**src/rtl/base_components_pkg.sv**
```systemverilog
// Shared definitions for the serialiser blocks: FSM state type, the serial
// line idle level and the bit-counter width helper.
package base_components_pkg;

  typedef enum logic {
    IDLE  = 1'b0,
    SHIFT = 1'b1
  } shiftStateT;

  // Level driven on the serial line whenever no frame is in flight.
  localparam logic IDLE_LEVEL = 1'b1;

  // Counter must reach WIDTH (parity slot) without wrapping.
  function automatic int counterWidth(input int width);
    return $clog2(width + 2);
  endfunction

endpackage

```
**src/rtl/piso_shift_reg_bit_counter.sv**
```systemverilog
// Saturating up-counter for the serialiser: synchronous clear, enable and a
// terminal flag once the count reaches LIMIT. Holding at LIMIT keeps the
// count from wrapping inside a frame.
module bit_counter #(
  parameter int CW    = 4,
  parameter int LIMIT = 7
) (
  input  logic          clkIn,
  input  logic          rstIn,
  input  logic          clrIn,
  input  logic          enIn,
  output logic [CW-1:0] countOut,
  output logic          termOut
);

  assign termOut = (countOut == CW'(LIMIT));

  // Clear wins over counting; counting stops at the terminal value.
  always_ff @(posedge clkIn) begin
    if (rstIn || clrIn) begin
      countOut <= '0;
    end else if (enIn && !termOut) begin
      countOut <= countOut + CW'(1);
    end
  end

endmodule

```
**src/rtl/piso_shift_reg.sv**
```systemverilog
// Parallel-in serial-out shift register, LSB first, idle line high.
// Optional macro PISO_PARITY_EN appends one even-parity bit after the data.
//
// state | meaning
// IDLE  | line at idle level, readyOut high, a load may be accepted
// SHIFT | frame in flight, one bit per enabled cycle, loads ignored
module piso_shift_reg
  import base_components_pkg::*;
#(
  parameter int WIDTH = 8
) (
  input  logic             clkIn,
  input  logic             rstIn,
  input  logic             enIn,
  input  logic             loadIn,
  input  logic [WIDTH-1:0] dataIn,
  output logic             serialOut,
  output logic             serialNotOut,
  output logic             readyOut,
  output logic             busyOut,
  output logic             doneOut
);

  localparam int CW = counterWidth(WIDTH);
`ifdef PISO_PARITY_EN
  localparam int LAST_BIT = WIDTH;
`else
  localparam int LAST_BIT = WIDTH - 1;
`endif

  shiftStateT       state;
  logic [WIDTH-1:0] shiftReg;
  logic [CW-1:0]    bitCount;
  logic             countTerm;
  logic             loadAccept;
  logic             countEn;
`ifdef PISO_PARITY_EN
  logic             parityBit;
`endif

  assign loadAccept = enIn && (state == IDLE) && loadIn;
  assign countEn    = enIn && (state == SHIFT);

  bit_counter #(
    .CW    (CW),
    .LIMIT (LAST_BIT)
  ) uBitCounter (
    .clkIn    (clkIn),
    .rstIn    (rstIn),
    .clrIn    (loadAccept),
    .enIn     (countEn),
    .countOut (bitCount),
    .termOut  (countTerm)
  );

  // shiftReg holds the bits still to be sent after the one currently on the line.
  // FSM, shift register and all registered outputs.
  always_ff @(posedge clkIn) begin
    if (rstIn) begin
      state        <= IDLE;
      shiftReg     <= '0;
      serialOut    <= IDLE_LEVEL;
      serialNotOut <= ~IDLE_LEVEL;
      readyOut     <= 1'b1;
      busyOut      <= 1'b0;
      doneOut      <= 1'b0;
`ifdef PISO_PARITY_EN
      parityBit    <= 1'b0;
`endif
    end else begin
      doneOut <= 1'b0;
      if (enIn) begin
        case (state)
          IDLE: begin
            if (loadIn) begin
              state        <= SHIFT;
              shiftReg     <= dataIn >> 1;
              serialOut    <= dataIn[0];
              serialNotOut <= ~dataIn[0];
              readyOut     <= 1'b0;
              busyOut      <= 1'b1;
`ifdef PISO_PARITY_EN
              parityBit    <= ^dataIn;
`endif
            end
          end
          SHIFT: begin
            if (countTerm) begin
              state        <= IDLE;
              serialOut    <= IDLE_LEVEL;
              serialNotOut <= ~IDLE_LEVEL;
              readyOut     <= 1'b1;
              busyOut      <= 1'b0;
              doneOut      <= 1'b1;
            end else begin
`ifdef PISO_PARITY_EN
              if (bitCount == CW'(WIDTH - 1)) begin
                serialOut    <= parityBit;
                serialNotOut <= ~parityBit;
              end else
`endif
              begin
                serialOut    <= shiftReg[0];
                serialNotOut <= ~shiftReg[0];
              end
              shiftReg <= shiftReg >> 1;
            end
          end
        endcase
      end
    end
  end

  // The bit counter saturates at the last slot; it must never pass it.
  countNoWrap: assert property (@(posedge clkIn) disable iff (rstIn)
    bitCount <= CW'(LAST_BIT));

endmodule

```
**config.mk**
```make
export PLATFORM = sky130hd
export DESIGN_NAME = piso_shift_reg
export DESIGN_NICKNAME = d
export VERILOG_FILES = /design/src/rtl/base_components_pkg.sv /design/src/rtl/piso_shift_reg_bit_counter.sv /design/src/rtl/piso_shift_reg.sv
export SDC_FILE = /design/constraint.sdc
export NUM_CORES = 1
export LEC_CHECK = 0
export ABC_AREA = 0
export CAP_MARGIN = 20
export CELL_PAD_IN_SITES_DETAIL_PLACEMENT = 0
export CELL_PAD_IN_SITES_GLOBAL_PLACEMENT = 1
export CORE_AREA = 2 2 53 55
export DETAILED_ROUTE_END_ITERATION = 7
export DIE_AREA = 0 0 55 57
export PLACE_DENSITY_LB_ADDON = 0.1
export SYNTH_ARGS = -nofsm -noshare
export SYNTH_HDL_FRONTEND = slang
export SYNTH_SLANG_ARGS = --single-unit
```
**constraint.sdc**
```tcl
create_clock -name clkIn -period 1.5 [get_ports clkIn]
set_input_delay 0.3 -clock clkIn [delete_from_list [all_inputs] [get_ports clkIn]]
set_output_delay 0.3 -clock clkIn [all_outputs]
set_load 0.02 [all_outputs]
```
==> out/qor.yml, run 1 <==
outcome: "finished clean"
slew_viol_final: 0
vias: 718
synthArstFlopShare_pct: 0
gp_congestion: 0.710
antenna_found_initial: 0
cp-start-kind: "flop"
drt-vias-per-instance: 5.02
final_antenna_net_count: 0
row_count: 19
drt-total-wl_mm: 1.73
cpMaxStageDelayCell: "or4_1"
dieArea_um2: 3140
die_w_um: 55
holdCritPathClass: "flop to flop"
ys_seq_area_share_pct: 43.6
drive_above_1_share_pct: 19.6
clk_latency_ns: 0.29
fin_nets: 126
holdBufCountCts: 0
first_iter_violations: 10
critPathMaxFanout: 5
grt_pass1_wl_mm: 2.98
cts_buffers: 3
antenna_cells: 0
fmax_mhz: 690
syn_nets: 96
yosys.area.top_type_share_pct: 43.6
ctsRootBufferMaster: "clkbuf_4"
wl_per_cell_um: 12.1
synth_area_per_cell_um2: 9.41
dpl.cell_count: 139
htree_levels: 1
leakage_nw: 0.446
fill_cells: 285
relSlewSlack_pct: 81.4
p_per_area_nw_per_um2: 837
hold_viol_final: 0
grt_max_degree: 15
coreArea_um2: 2620
grt_pass1_vias: 687
ir_drop_uv: 493
cts_post_setup_buffers_inserted: 0
fin_setup_tns_ns: 0
pin_count: 17
setup_viol: 0
start_util_pct: 29.9
worst_pin_slew_ns: 0.275
finalCritPeriodShare_pct: 96.5
cts_tree: "built"
synth_area_leaders: "dfxtp_1 (44%), a21oi_1 (9.0%), mux2i_1 (7.7%)"
critPathCaptureType: "flop"
final_common_cell: "dfxtp_1"
path_class: "flop to flop"
period_minus_slack_ns: 1.45
clock_sinks: 17
dr.pass1.iters: 4
synth_edf_count: 0
cpPeakStageDelay_ns: 0.50
port_buffers: 16
cap_violations: 0
dpl.hpwl_mm: 1.32
rsz0062_at_grt: "no"
route.detailed.drc: 0
cp.required_ns: 1.72
synthesis.area_um2: 781
mostFrequentLayoutCells: "dfxtp_1 (16), a21oi_1 (14), buf_4 (13)"
grt_usage_pct: 12.7
cts_buffer_depth: 2
yosys_warnings: 0
synth_top_flop_cell: "dfxtp_1"
ys_ff_latch: 17
path_cells: "ha_1 -> and3b_4 -> or4_1 -> a21oi_1"
cp.arrival_ns: 1.67
clkTransAtPathRegs_ns: 0.10
overflow: 0
worst_clock_skew_ns: 0.00447
stdcell_count: 143
yosysTopAreaCell: "dfxtp_1"
synth_cell_types: 29
syn_inst: 83
fp.dieH_um: 57
synthToLayoutAreaGrowth_pct: 41.0
power_mw: 0.922
[where the power goes]
part | internal [mW] | total (mW) | switching [mW]
Combinational | 0.0979 | 0.177 | 0.0795
Sequential | 0.480 | 0.496 | 0.0167
Clock | 0.103 | 0.248 | 0.145
Total | 0.681 | 0.922 | 0.241
[Yosys cell counts, drive strengths merged (2+ instances only)]
master,count
inv,3
nand4b,2
o21ai,4
mux2i,6
a21oi,14
dfxtp,17
nand3b,2
a311oi,6
nor3,2
buf,5
nand2,4
[state kept, by name (all words and copies together) (netlist names)]
| signal | count |
|---|---|
| shiftReg | 7 |
| uBitCounter.countOut | 4 |
| busyOut | 1 |
| doneOut | 1 |
| readyOut | 1 |
| serialNotOut | 1 |
| serialOut | 1 |
| state | 1 |
[cells by family after synthesis]
family                   Yosys count  share of synthesized area [%]
AO/OA/AOI/OAI                     32                           26.8
flip-flops                        17                           43.6
multiplexers                       6                           7.69
buffers and inverters              9                           5.13
AND/OR/NAND/NOR                   18                           15.2
adder cells (fa/ha/maj)            1                           1.60
[metal layers]
layer	share of wire [%]	GRT usage, %
met1	50	17.6
met2	46	18.7
met3	3.3	2.36
met4	0.92	6.27
met5	0	0
[final cells by class]
| cell class | count | area, um^2 | share of cell area (%) |
|---|---|---|---|
| clock buffers | 4 | 26.3 | 2.39 |
| inverters | 3 | 11.3 | 1.02 |
| multi-input cells | 57 | 400 | 36.4 |
| flip-flops and latches | 17 | 342 | 31.0 |
| well taps | 31 | 38.8 | 3.52 |
| repair buffers | 31 | 283 | 25.7 |
[worst max-delay path: cells and delay by family, from the launching register on]
kind,cells,cell delay (ns)
simple gates,2,0.71
compound gates,1,0.12
flops,1,0.35
fa+ha+maj,1,0.20
[timing repair]
action / 4_1_cts / 5_1_grt
pin swaps: 0 / 3
cloned: 0 / 0
endpoints found under the setup margin: 6 / 6
resized for setup: 6 / 2
[final timing paths]
| path | startpoint | endpoint | slack, ns | cells after the start |
|---|---|---|---|---|
| min reg2reg | serialOut | serialOut | 0.49 | 2 |
| max reg2reg | uBitCounter.countOut[0] | uBitCounter.countOut[3] | 0.05 | 4 |
| min | serialOut | serialOut | 0.49 | 2 |
| max | uBitCounter.countOut[0] | uBitCounter.countOut[3] | 0.05 | 4 |
[per-stage QoR]
step | hold slack, ns | setup WS [ns] | instance area (um^2) | utilization (%)
2_1_floorplan | 0.469 | 0.0560 | 781 | -
3_3_place_gp | 0.491 | -0.141 | 1080 | 41.1
3_5_place_dp | 0.489 | -0.141 | 1080 | 41.1
4_1_cts | 0.503 | 0.0227 | 1100 | 41.9
5_1_grt | 0.530 | 0.000483 | 1100 | 42.1
6_report | 0.491 | 0.0518 | 1100 | 42.1
No activity file was read; power rests on OpenSTA's default activity.
==> run 2: changes to the inputs <==
--- a/config.mk
+++ b/config.mk
@@ -9,9 +9,9 @@
 export CAP_MARGIN = 20
 export CELL_PAD_IN_SITES_DETAIL_PLACEMENT = 0
 export CELL_PAD_IN_SITES_GLOBAL_PLACEMENT = 1
-export CORE_AREA = 2 2 53 55
+export CORE_AREA = 2 2 63 47
 export DETAILED_ROUTE_END_ITERATION = 7
-export DIE_AREA = 0 0 55 57
+export DIE_AREA = 0 0 65 49
 export PLACE_DENSITY_LB_ADDON = 0.1
 export SYNTH_ARGS = -nofsm -noshare
 export SYNTH_HDL_FRONTEND = slang
==> run 2 against run 1 <==
Compared with the run above: via count grew 1.8%; clock skew grew 0.0016 ns; global-route usage shrank 0.86 points; total power grew 9.3%; non-clock buffer count shrank 2; final cell count grew 2.1%; sequential power is essentially flat; clock power grew 35%; worst setup slack gained 0.0028 ns; wire length grew 1.6%; combinational power is essentially flat; critical path depth shrank 3; critical endpoint is now doneOut.
==> out/qor.yml, run 2 (same netlist as run 1, synthesis figures left out) <==
outcome: "finished clean"  # unchanged
pin_count: 17  # unchanged
fin_setup_tns_ns: 0  # unchanged
final_common_cell: "dfxtp_1"  # unchanged
fin_util_pct: 42.7  # was 42.1%
holdBufCountCts: 0  # unchanged
antenna_found_initial: 0  # unchanged
holdCritPathClass: "flop to flop"  # unchanged
place_ws_ns: -0.0743  # was -0.141 ns
drive_above_1_share_pct: 19.1  # was 19.6%
top_register: "shiftReg"  # unchanged
min-delay-start: "serialNotOut"  # was serialOut
drt-total-wl_mm: 1.76  # was 1.73 mm
hold_viol_final: 0  # unchanged
synthToLayoutAreaGrowth_pct: 43.6  # was 41.0%
rsz0062_at_grt: "no"  # unchanged
leakage_nw: 0.450  # was 0.446 nW
start_util_pct: 29.8  # was 29.9%
coreArea_um2: 2620  # about the same
cts_buffer_depth: 2  # unchanged
wl_per_cell_um: 12.0  # was 12.1 um
clk_latency_ns: 0.25  # was 0.29 ns
dieArea_um2: 3190  # was 3140 um^2
mostFrequentLayoutCells: "dfxtp_1 (17), a21oi_1 (13), clkdlybuf4s50_1 (12), buf_4 (12)"  # was dfxtp_1 (16), a21oi_1 (14), buf_4 (13)
fmax_mhz: 692  # was 690 MHz
largest_register_ffs: 7  # unchanged
vias: 731  # was 718
cts_tree: "built"  # unchanged
cp-startpoint: "doneOut"  # was uBitCounter.countOut[0]
first_iter_violations: 21  # was 10
fin_nets: 124  # was 126
relSlewSlack_pct: 77.3  # was 81.4%
grt_max_degree: 17  # was 15
slew_viol_final: 0  # unchanged
cpPeakStageDelay_ns: 0.59  # was 0.50 ns
critical_path_buf_inv_count: 1  # was 0
ctsRootBufferMaster: "clkbuf_8"  # was clkbuf_4
reg_top3: "shiftReg (7), uBitCounter.countOut (4)"  # unchanged
overflow: 0  # unchanged
die_w_um: 65  # was 55 um
p_per_area_nw_per_um2: 899  # was 837 nW/um^2
setup_ws_ns: 0.0546  # was 0.0518 ns
htree_levels: 1  # unchanged
cpMaxStageDelayCell: "clkdlybuf4s50_1"  # was or4_1
path_delay_family: "buffers and inverters"  # was simple AND/OR/NAND/NOR gates
grt_pass1_wl_mm: 2.91  # was 2.98 mm
dr.pass1.iters: 4  # unchanged
clock_sinks: 17  # unchanged
final_cell_area_um2: 1120  # was 1100 um^2
grt_pass1_vias: 656  # was 687
worst_pin_slew_ns: 0.335  # was 0.275 ns
dpl.hpwl_mm: 1.31  # was 1.32 mm
finalCritPeriodShare_pct: 96.4  # was 96.5%
drt-vias-per-instance: 5.01  # was 5.02
critPathCaptureType: "output port"  # was flop
fp.dieH_um: 49  # was 57 um
r2r_start: "uBitCounter.countOut[0]"  # unchanged
worst_clock_skew_ns: 0.00604  # was 0.00447 ns
final_antenna_net_count: 0  # unchanged
route.detailed.drc: 0  # unchanged
setup_viol: 0  # unchanged
gp_congestion: 0.633  # was 0.710
cts_buffers: 3  # unchanged
period_minus_slack_ns: 1.45  # about the same
postPlaceCellArea_um2: 1070  # was 1080 um^2
path_cells: "clkdlybuf4s50_1"  # was ha_1 -> and3b_4 -> or4_1 -> a21oi_1
ir_drop_uv: 596  # was 493 uV
path_class: "flop to output port"  # was flop to flop
antenna_cells: 0  # unchanged
cp.arrival_ns: 1.15  # was 1.67 ns
cp-start-kind: "flop"  # unchanged
clkTransAtPathRegs_ns: 0.07  # was 0.10 ns
port_buffers: 16  # unchanged
critPathMaxFanout: 1  # was 5
grt_usage_pct: 11.9  # was 12.7%
cap_violations: 0  # unchanged
row_count: 16  # was 19
cp.required_ns: 1.20  # was 1.72 ns
run 2: where the power goes:
group | total (mW) | internal, mW | switching (mW)
registers | 0.496 | 0.480 | 0.0162
logic | 0.177 | 0.0960 | 0.0813
clock network | 0.334 | 0.188 | 0.146
total | 1.01 | 0.764 | 0.243
run 2: path summary, 6_finish.rpt:
kind | to | slack [ns] | cells past startpoint
max | doneOut | 0.05 | 1
min | serialNotOut | 0.49 | 1
min reg2reg | serialNotOut | 0.49 | 1
max reg2reg | uBitCounter.countOut[3] | 0.09 | 4
run 2: timing repair:
item                                    in CTS  in global routing
pin swaps                                    0                  1
gates cloned                                 0                  0
buffers inserted                             0                  0
hold endpoints to repair                     0                  0
gates resized for setup                      2                  5
endpoints found under the setup margin       2                  6
run 2: layer usage:
metal	vias up	wire length (um)	global-route usage [%]
li1	371	-	-
met1	345	963	16.9
met2	13	711	17.4
met3	2	75	4.85
met4	0	8	1.06
met5	-	0	0
run 2: final cells by class:
| class | instances | area, um^2 |
|---|---|---|
| clock buffers | 4 | 45.0 |
| fillers | 280 | 1500 |
| inverters | 3 | 11.3 |
| multi-input cells | 57 | 407 |
| flip-flops and latches | 17 | 340 |
| well taps | 36 | 45.0 |
| repair buffers | 29 | 273 |
run 2: stage by stage:
| stage | hold slack (ns) | std cells | total power [mW] |
|---|---|---|---|
| after floorplan | 0.469 | 83 | 0.600 |
| after global placement | 0.487 | 142 | 0.689 |
| after detailed placement | 0.487 | 142 | 0.689 |
| after CTS | 0.503 | 146 | 1.03 |
| after global routing | 0.526 | 146 | 1.07 |
| final | 0.495 | 146 | 1.01 |
run 2: worst register-to-register path: stages, from the launching register on:
cell	delay [ns]
dfxtp_1	0.32
ha_2	0.19
and3b_4	0.21
or4_1	0.52
a21oi_2	0.12
==> run 3: changes to the inputs <==
--- a/config.mk
+++ b/config.mk
@@ -9,10 +9,11 @@
 export CAP_MARGIN = 20
 export CELL_PAD_IN_SITES_DETAIL_PLACEMENT = 0
 export CELL_PAD_IN_SITES_GLOBAL_PLACEMENT = 1
-export CORE_AREA = 2 2 63 47
+export CORE_AREA = 2 2 67 50
 export DETAILED_ROUTE_END_ITERATION = 7
-export DIE_AREA = 0 0 65 49
+export DIE_AREA = 0 0 69 52
 export PLACE_DENSITY_LB_ADDON = 0.1
+export SLEW_MARGIN = 20
 export SYNTH_ARGS = -nofsm -noshare
 export SYNTH_HDL_FRONTEND = slang
 export SYNTH_SLANG_ARGS = --single-unit
==> run 3 against run 2 <==
Compared with the run above: clock skew is 0.0048 ns lower; clock power is 2% higher; hold slack improved by 0.0046 ns; final cell count grew 2.7%; largest cell class unchanged; highest routed layer unchanged.
==> out/qor.yml, run 3 (same netlist as run 1, synthesis figures left out) <==
cts_buffers: 3  # unchanged
critPathCaptureType: "flop"  # was output port
fin_nets: 126  # was 124
drt-vias-per-instance: 4.86  # was 5.01
ctsRootBufferMaster: "clkbuf_8"  # unchanged
cp.required_ns: 1.69  # was 1.20 ns
path_class: "primary input to flop"  # was flop to output port
p_per_area_nw_per_um2: 891  # was 899 nW/um^2
critPathMaxFanout: 6  # was 1
postPlaceCellArea_um2: 1080  # was 1070 um^2
dieArea_um2: 3590  # was 3190 um^2
fp.dieH_um: 52  # was 49 um
p_comb_share_pct: 17.8  # was 17.6%
stdcell_count: 150  # was 146
row_count: 17  # was 16
grt_usage_pct: 12.1  # was 11.9%
final_antenna_net_count: 0  # unchanged
coreArea_um2: 2980  # was 2620 um^2
wl_per_cell_um: 13.1  # was 12.0 um
fill_cells: 308  # was 280
top_register: "shiftReg"  # unchanged
worst_pin_slew_ns: 0.247  # was 0.335 ns
cts_tree: "built"  # unchanged
setup_viol: 0  # unchanged
largest_register_ffs: 7  # unchanged
grt_pass1_vias: 734  # was 656
fin_util_pct: 38.5  # was 42.7%
cp.arrival_ns: 1.60  # was 1.15 ns
hold_viol_final: 0  # unchanged
cts_buffer_depth: 2  # unchanged
slew_viol_final: 0  # unchanged
fin_setup_tns_ns: 0  # unchanged
mostFrequentLayoutCells: "dfxtp_1 (16), a21oi_1 (13), buf_4 (13)"  # was dfxtp_1 (17), a21oi_1 (13), clkdlybuf4s50_1 (12), buf_4 (12)
clkTransAtPathRegs_ns: 0.06  # was 0.07 ns
grt_pass1_wl_mm: 3.43  # was 2.91 mm
antenna_found_initial: 0  # unchanged
htree_levels: 1  # unchanged
grt_max_degree: 17  # unchanged
drt-total-wl_mm: 1.97  # was 1.76 mm
finalCritPeriodShare_pct: 93.8  # was 96.4%
multiInputGateArea_um2: 410  # was 407 um^2
outcome: "finished clean"  # unchanged
pwr-share-clk_pct: 33.4  # was 33.2%
first_iter_violations: 24  # was 21
fmax_mhz: 710  # was 692 MHz
seqPwrFrac_pct: 48.8  # was 49.2%
gp_congestion: 0.742  # was 0.633
intPower_mw: 0.769  # was 0.764 mW
ir_drop_uv: 459  # was 596 uV
power_mw: 1.02  # was 1.01 mW
clock_sinks: 17  # unchanged
vias: 729  # was 731
p_sw_share_pct: 24.7  # was 24.2%
pin_count: 17  # unchanged
final_cell_area_um2: 1150  # was 1120 um^2
p_sw_mw: 0.252  # was 0.243 mW
port_buffers: 16  # unchanged
setup_ws_ns: 0.0924  # was 0.0546 ns
leakage_nw: 0.470  # was 0.450 nW
final-seq-area_um2: 342  # was 340 um^2
synthToLayoutAreaGrowth_pct: 46.8  # was 43.6%
die_w_um: 69  # was 65 um
antenna_cells: 0  # unchanged
rsz0062_at_grt: "no"  # unchanged
cap_violations: 0  # unchanged
cp-start-kind: "primary input"  # was flop
period_minus_slack_ns: 1.41  # was 1.45 ns
drive_above_1_share_pct: 22.3  # was 19.1%
place_ws_ns: -0.159  # was -0.0743 ns
relSlewSlack_pct: 83.3  # was 77.3%
overflow: 0  # unchanged
start_util_pct: 26.2  # was 29.8%
clk_latency_ns: 0.25  # about the same
dpl.cell_count: 146  # was 142
dr.pass1.iters: 4  # unchanged
worst_clock_skew_ns: 0.00127  # was 0.00604 ns
holdCritPathClass: "flop to flop"  # unchanged
reg_top3: "shiftReg (7), uBitCounter.countOut (4)"  # unchanged
final_common_cell: "dfxtp_1"  # unchanged
route.detailed.drc: 0  # unchanged
dpl.hpwl_mm: 1.45  # was 1.31 mm
hold_ws_ns: 0.499  # was 0.495 ns
## run 3: layout make-up
class	instances	area share (%)
Timing Repair Buffer	31	25.3
Clock buffer	4	3.93
Inverter	3	0.983
Multi-Input combinational cell	57	35.8
Tap cell	38	4.15
Sequential cell	17	29.8
## run 3: timing repair
action / 4_1_cts / 5_1_grt
pin swaps: 0 / 2
gates resized for setup: 3 / 8
hold buffers: 0 / 0
setup endpoints to repair: 3 / 7
setup buffers: 0 / 0
## run 3: critical path, stage by stage
cell             delay, ns
clkdlybuf4s50_1       0.52
nand2_1               0.14
or4_4                 0.50
a21oi_2               0.13
## run 3: power by group through the flow
stage               registers (mW)  clock network [mW]  logic (mW)
floorplan                    0.515                   0      0.0847
global placement             0.507                   0       0.190
detailed placement           0.508                   0       0.189
CTS                          0.498               0.361       0.184
global route                 0.501               0.382       0.200
finish                       0.498               0.341       0.182
## run 3: final timing paths
path | startpoint | end | slack (ns) | depth (start not counted)
worst max register to register | uBitCounter.countOut[1] | uBitCounter.countOut[3] | 0.10 | 4
worst max-delay path | enIn | uBitCounter.countOut[3] | 0.09 | 4
worst min-delay path | serialOut | serialOut | 0.50 | 2
worst min register to register | serialOut | serialOut | 0.50 | 2
## run 3: per-layer routing
metal | vias to the layer above | share of wire (%) | wire (um) | GRT usage, %
li1 | 376 | - | - | -
met1 | 331 | 51 | 1010 | 16.7
met2 | 19 | 42 | 831 | 17.9
met3 | 3 | 6.0 | 118 | 4.46
met4 | 0 | 0.51 | 10 | 2.94
met5 | - | 0 | 0 | 0
